## src/rtl/led_pulse_stretcher_pkg.sv

```systemverilog
// Shared types and width helpers for the LED pulse stretcher.
package led_pulse_stretcher_pkg;

  typedef enum logic [1:0] {
    IDLE = 2'd0,
    ON   = 2'd1,
    GAP  = 2'd2
  } stretch_state_t;

  // Bits needed to hold the values 0 .. n-1, never less than one.
  function automatic int unsigned width_for(input int unsigned n);
    int unsigned w;
    w = 1;
    while (w < 32 && (32'd1 << w) < n) w++;
    return w;
  endfunction

  function automatic int unsigned max_u(input int unsigned a, input int unsigned b);
    return (a > b) ? a : b;
  endfunction

endpackage

```

## src/rtl/led_pulse_stretcher_if.sv

```systemverilog
// Event-in / LED-out bundle between the event logic and the pulse stretcher.
interface led_pulse_stretcher_if #(
  parameter int unsigned PEND_MAX = 15
);
  import led_pulse_stretcher_pkg::*;

  localparam int unsigned PW = width_for(PEND_MAX + 1);

  logic          event_in;
  logic          led;
  logic          busy;
  logic [PW-1:0] pending;
  logic          dropped;

  modport master (
    output event_in,
    input  led,
    input  busy,
    input  pending,
    input  dropped
  );

  modport slave (
    input  event_in,
    output led,
    output busy,
    output pending,
    output dropped
  );

endinterface

```

## src/rtl/led_pulse_stretcher_cycle_timer.sv

```systemverilog
// Loadable down-counter; expired while the count sits at zero.
module cycle_timer #(
  parameter int unsigned WIDTH = 8
) (
  input  logic             clk,
  input  logic             reset,
  input  logic             load,
  input  logic [WIDTH-1:0] load_val,
  output logic             expired
);

  logic [WIDTH-1:0] r_count;

  always_ff @(posedge clk or negedge reset) begin
    if (!reset) begin
      r_count <= '0;
    end else if (load) begin
      r_count <= load_val;
    end else if (r_count != '0) begin
      r_count <= r_count - WIDTH'(1);
    end
  end

  assign expired = (r_count == '0);

endmodule

```

## src/rtl/led_pulse_stretcher.sv

```systemverilog
// Stretches single-cycle events into fixed-length LED blinks with a queued,
// saturating backlog so every event gets its own blink.
module led_pulse_stretcher
  import led_pulse_stretcher_pkg::*;
#(
  parameter int unsigned ON_CYCLES  = 25_000_000,
  parameter int unsigned OFF_CYCLES = 12_500_000,
  parameter int unsigned PEND_MAX   = 15
) (
  input  logic                 clk,
  input  logic                 reset,
  led_pulse_stretcher_if.slave bus
);

  localparam int unsigned TW = width_for(max_u(ON_CYCLES, OFF_CYCLES));
  localparam int unsigned PW = width_for(PEND_MAX + 1);

  localparam logic [TW-1:0] ON_LOAD  = TW'(ON_CYCLES - 1);
  localparam logic [TW-1:0] GAP_LOAD = TW'(OFF_CYCLES - 1);
  localparam logic [PW-1:0] PEND_LIM = PW'(PEND_MAX);

  stretch_state_t r_state;
  stretch_state_t w_state_next;

  logic [PW-1:0] r_pending;
  logic [PW-1:0] w_pending_next;
  logic          r_led;
  logic          r_busy;
  logic          r_dropped;
  logic          w_dropped_next;
  logic          w_enqueue;
  logic          w_load;
  logic [TW-1:0] w_load_val;
  logic          w_expired;

  cycle_timer #(
    .WIDTH (TW)
  ) u_timer (
    .clk      (clk),
    .reset    (reset),
    .load     (w_load),
    .load_val (w_load_val),
    .expired  (w_expired)
  );

  always_comb begin
    w_state_next   = r_state;
    w_pending_next = r_pending;
    w_dropped_next = 1'b0;
    w_enqueue      = 1'b0;
    w_load         = 1'b0;
    w_load_val     = ON_LOAD;

    case (r_state)
      IDLE: begin
        if (bus.event_in) begin
          w_state_next = ON;
          w_load       = 1'b1;
          w_load_val   = ON_LOAD;
        end
      end

      ON: begin
        w_enqueue = bus.event_in;
        if (w_expired) begin
          w_state_next = GAP;
          w_load       = 1'b1;
          w_load_val   = GAP_LOAD;
        end
      end

      GAP: begin
        if (w_expired) begin
          if (r_pending != '0) begin
            // Oldest queued event starts now; a same-cycle event takes its slot.
            w_state_next = ON;
            w_load       = 1'b1;
            w_load_val   = ON_LOAD;
            if (!bus.event_in) begin
              w_pending_next = r_pending - PW'(1);
            end
          end else if (bus.event_in) begin
            w_state_next = ON;
            w_load       = 1'b1;
            w_load_val   = ON_LOAD;
          end else begin
            w_state_next = IDLE;
          end
        end else begin
          w_enqueue = bus.event_in;
        end
      end

      default: begin
        w_state_next = IDLE;
      end
    endcase

    if (w_enqueue) begin
      if (r_pending < PEND_LIM) begin
        w_pending_next = r_pending + PW'(1);
      end else begin
        w_dropped_next = 1'b1;
      end
    end
  end

  always_ff @(posedge clk or negedge reset) begin
    if (!reset) begin
      r_state   <= IDLE;
      r_pending <= '0;
      r_led     <= 1'b0;
      r_busy    <= 1'b0;
      r_dropped <= 1'b0;
    end else begin
      r_state   <= w_state_next;
      r_pending <= w_pending_next;
      r_led     <= (w_state_next == ON);
      r_busy    <= (w_state_next != IDLE);
      r_dropped <= w_dropped_next;
    end
  end

  assign bus.led     = r_led;
  assign bus.busy    = r_busy;
  assign bus.pending = r_pending;
  assign bus.dropped = r_dropped;

endmodule

```

## src/flat_wrapper.sv

```systemverilog
// flat-port wrapper written by rule: the top's interface ports become plain ports
module led_pulse_stretcher_flat import led_pulse_stretcher_pkg::*;
#(
  parameter int unsigned ON_CYCLES  = 25_000_000,
  parameter int unsigned OFF_CYCLES = 12_500_000,
  parameter int unsigned PEND_MAX   = 15
)
  (clk, reset, bus_event_in, bus_led, bus_busy, bus_pending, bus_dropped);
  led_pulse_stretcher_if #(.PEND_MAX(PEND_MAX)) bus_i ();
  input  logic clk;
  input  logic reset;
  input wire logic [$bits(bus_i.event_in)-1:0] bus_event_in;
  output wire logic [$bits(bus_i.led)-1:0] bus_led;
  output wire logic [$bits(bus_i.busy)-1:0] bus_busy;
  output wire logic [$bits(bus_i.pending)-1:0] bus_pending;
  output wire logic [$bits(bus_i.dropped)-1:0] bus_dropped;
  assign bus_i.event_in = bus_event_in;
  assign bus_led = bus_i.led;
  assign bus_busy = bus_i.busy;
  assign bus_pending = bus_i.pending;
  assign bus_dropped = bus_i.dropped;
  led_pulse_stretcher #(.ON_CYCLES(ON_CYCLES), .OFF_CYCLES(OFF_CYCLES), .PEND_MAX(PEND_MAX)) u_core (.clk(clk), .reset(reset), .bus(bus_i));
endmodule
```

## config.mk

```make
export PLATFORM = sky130hd
export DESIGN_NAME = led_pulse_stretcher_flat
export DESIGN_NICKNAME = d
export VERILOG_FILES = /design/src/rtl/led_pulse_stretcher_pkg.sv /design/src/rtl/led_pulse_stretcher_if.sv /design/src/rtl/led_pulse_stretcher_cycle_timer.sv /design/src/rtl/led_pulse_stretcher.sv /design/src/flat_wrapper.sv
export SDC_FILE = /design/constraint.sdc
export NUM_CORES = 1
export LEC_CHECK = 0
export CORE_MARGIN = 2
export CORE_UTILIZATION = 30
export CTS_CLUSTER_DIAMETER = 40
export DETAILED_ROUTE_END_ITERATION = 10
export GPL_ROUTABILITY_DRIVEN = 0
export PLACE_DENSITY = 0.49
export SLEW_MARGIN = 5
export SYNTH_ARGS = -nofsm -noshare
export SYNTH_HDL_FRONTEND = slang
export SYNTH_SLANG_ARGS = --single-unit
```

## constraint.sdc

```tcl
create_clock -name clk -period 2.65 [get_ports clk]
set_input_delay 0.3975 -clock clk [delete_from_list [all_inputs] [get_ports clk]]
set_output_delay 0.3975 -clock clk [all_outputs]
set_load 0.005 [all_outputs]
```

==> results by group <==
Final layout
  • Cell Count, Final, Fillers Out: around 340
  • Final net count: approximately 250
  • Area delta synth->final: 14.4%
  • Layout cells sized above 1: about 15%
  • Filler cell count: about 750
  • Multi-input gate area: roughly 1200 um2
  • N_diodes: 0
  • Design area: roughly 2400 um2
  • Area occupied by registers: between 800 and 900 um2

Route
  • Initial detailed-routing violation count: 74
  • Post-route DRC: 0
  • WL per Instance: 14.7 um
  • Routed wire length: approximately 5 mm
  • Antenna-violating nets left: 0
  • Vias per cell: 5.08
  • Via count: ~1.7k
  • First-pass iteration count of the detailed router: 4

Synth
  • FFs w/ async S/R, synth: between 90% and 100%
  • Yosys reg bits: 34
  • Sequential area share after synthesis: around two fifths
  • Mapped Cells: 226
  • Yosys cell types: between 50 and 60
  • Warnings, synthesis: 0
  • Mapped Area: approximately 2100 um2
  • Avg Cell Area, Syn: ~9.4 um2
  • Syn nets: around 240
  • EDFF count, synth: 0
  • Main synth FF type: dfrtp_1

Timing
  • Setup violators final: 0
  • Setup TNS: 0 ps
  • Max Fclk: around 420 MHz
  • Final Slew Violations: 0
  • Final count of hold timing violations: 0
  • Worst slew pin tran: approximately 770 ps
  • Worst slew margin: between 40 and 50%
  • Final min period: between 2000 and 2500 ps
  • Part of the cycle the worst path needs: approximately 90%
  • Post-route clock skew: between 8 and 9 ps
  • RSZ-0062 raised after global routing: no

Die
  • Die W: a little under 90 um
  • Die Span Y: between 80 and 90 um
  • Cell Rows: 30
  • Core area: about 7000 um2
  • Die ar.: ~8000 um2
  • IO Pins: 10
  • Starting Density: between 30% and 40%

Placed design
  • Post-DP HPWL: approximately 3.7 mm
  • Dpl cell area: ~2300 um2
  • Dpl cells: about 330
  • Port bufs: 9

Power and ir drop
  • Leak Pwr: 0.000904 uW
  • Cell-internal power: about 1100 uW
  • Flop pwr share: 42.5%
  • Sw frac: between 30% and 40%
  • Combinational power share: between 30 and 40%
  • NetSw: between 500 and 600 uW
  • Pwr per Cell Area: between 600 and 700 nW/um2
  • Clock Power Share: between 20% and 30%
  • Power, Total: 1660 uW
  • VDD IR max: 0.402 mV

Global route
  • Tot GR Track Use: between 10% and 20%
  • Global-route wire length before repair: 8.69 mm
  • Vias in the first global route: 1,706
  • Largest net degree at the start of global routing: 35
  • Initial antenna violation count: 0
  • Grt ovf: 0

Clock network
  • Clock transition at path regs: ~70 ps
  • Max H-tree Level: 2
  • TritonCTS clock tree: built
  • Clock sinks: 34
  • CTS Buffer Depth: 2
  • Post-CTS Hold Fix Bufs: 0
  • Root Buffer: clkbuf_8
  • Worst skew pair latency: about 280 ps
  • CTS buffer count: 5

Setup path
  • Crit path cell chain: inv_1, ha_1, or4b_4, nand4b_4, or4_1, o211ai_1, o221ai_1
  • Crit start category: register
  • CP required: between 2000 and 3000 ps
  • CP max-delay cell: or4_1
  • Crit path max fanout: 11
  • Critical path buffers and inverters: 1
  • Crit Path Category: reg -> reg
  • Crit path DAT: roughly 2500 ps
  • CP peak stage delay: roughly 540 ps
  • Crit. path cell count: 7
  • Setup crit end kind: register
  • Path depth of the worst reg2reg path: 7
  • Crit-path leading delay family: simple AND/OR/NAND/NOR gates

Outcome
  • Outcome: finished, final reports clean

Worst hold path
  • Min-delay worst type: in -> async

Run
  • Max Cap Viol: 0
## worst paths after layout
kind                                       startpoint                    endpoint  slack [ps]
min in group clk           u_core.u_timer.r_count[24]  u_core.u_timer.r_count[24]         540
max in group asynchronous                       reset  u_core.u_timer.r_count[16]        1960
hold / removal                                  reset              u_core.bus.led         190
hold reg to reg            u_core.u_timer.r_count[24]  u_core.u_timer.r_count[24]         540
setup / recovery            u_core.u_timer.r_count[0]       u_core.bus.pending[3]         260
setup reg to reg            u_core.u_timer.r_count[0]       u_core.bus.pending[3]         260
## worst register-to-register path: stages, from the launching register on
cell      delay [ps]
dfrtp_1          390
inv_1             90
ha_1             180
or4b_4           490
nand4b_4         300
or4_1            540
o211ai_1         110
o221ai_1         140
## cell type report
class | instances | share of cell area (%)
Inverter | 9 | 1.39
Clock inverter | 1 | 0.205
Multi-Input combinational cell | 176 | 48.8
Tap cell | 96 | 4.93
Sequential cell | 34 | 34.9
Clock buffer | 7 | 3.54
Timing Repair Buffer | 18 | 6.26
## power by group through the flow
stage                     registers [uW]  clock network (uW)  logic (uW)
after detailed placement             716                   0         559
after global placement               719                   0         562
after global routing                 726                 434         621
after CTS                            707                 414         561
final                                707                 399         557
after floorplan                      703                   0         369
## registers in the layout (all words and copies together) (netlist names)
name,flops
u_core.u_timer.r_count,25
u_core.r_state,2
u_core.bus.led,1
u_core.bus.pending,4
u_core.bus.busy,1
u_core.bus.dropped,1
## kinds of logic after synthesis
family / count (synthesis) / share of synthesized area, %
mux: 2 / 0.940
fa+ha+maj: 7 / 4.11
buf+inv: 16 / 4.29
flops: 34 / 39.9
simple gates: 103 / 28.8
xor+xnor: 18 / 7.40
compound gates: 46 / 14.6
## placed cells by master, fill, tap and decap left out, types with 2 or more instances in the layout
cell / instances
dfrtp_1: 34
nand2_1: 19
nor2_1: 18
o21ai_0: 16
nor3_1: 14
xnor2_1: 12
inv_1: 9
buf_4: 9
nor4_1: 8
clkdlybuf4s50_1: 8
ha_1: 7
nand3_1: 6
xor2_1: 6
clkbuf_8: 6
or3_1: 5
or4_1: 5
a21oi_1: 5
a211oi_1: 5
nor2b_1: 4
nand4_1: 4
a31oi_1: 3
o211ai_1: 3
or3b_2: 2
mux2i_1: 2
a41oi_1: 2
o221ai_1: 2
and3_1: 2
## cell usage after synthesis (2+ instances only)
| library cell | n | area, um2 |
|---|---|---|
| nand4_1 | 4 | 25.0 |
| ha_1 | 7 | 87.6 |
| or3b_2 | 2 | 17.5 |
| nand2_1 | 19 | 71.3 |
| xor2_1 | 6 | 52.6 |
| xnor2_1 | 12 | 105 |
| buf_2 | 2 | 10.0 |
| o221ai_1 | 2 | 17.5 |
| a21oi_1 | 5 | 25.0 |
| and3_1 | 2 | 12.5 |
| nor4_1 | 8 | 50.1 |
| buf_6 | 2 | 22.5 |
| mux2i_1 | 2 | 20.0 |
| nor3_1 | 14 | 70.1 |
| or4_1 | 5 | 37.5 |
| or3_1 | 5 | 31.3 |
| a41oi_1 | 2 | 17.5 |
| a211oi_1 | 5 | 37.5 |
| nand3_1 | 6 | 30.0 |
| o21ai_0 | 16 | 80.1 |
| a31oi_1 | 3 | 18.8 |
| nor2_1 | 18 | 67.6 |
| nor2b_1 | 4 | 25.0 |
| o211ai_1 | 3 | 22.5 |
| inv_1 | 9 | 33.8 |
| dfrtp_1 | 34 | 851 |
## metal layers
| layer | global-route usage (%) | wire length (um) |
|---|---|---|
| met2 | 20.9 | 2160 |
| met4 | 5.65 | 81 |
| met3 | 3.17 | 263 |
| met5 | 0 | 0 |
| met1 | 21.2 | 2500 |
## through the flow
step           worst slack [ps]  hold WS [ps]  util, %
6_report                    257           186     35.7
5_1_grt                    86.3           263     35.7
4_1_cts                     172           213     35.7
3_5_place_dp                188           521     34.3
3_3_place_gp                255           519     34.3
2_1_floorplan               508           102        -
## repair_timing
action | 4_1_cts | 5_1_grt
endpoints found under the setup margin | 0 | 4
gates resized for setup | 0 | 1
endpoints found under the hold margin | 0 | 0
buffers inserted | 0 | 0
Note: power is estimated with default switching activity, not from simulation.
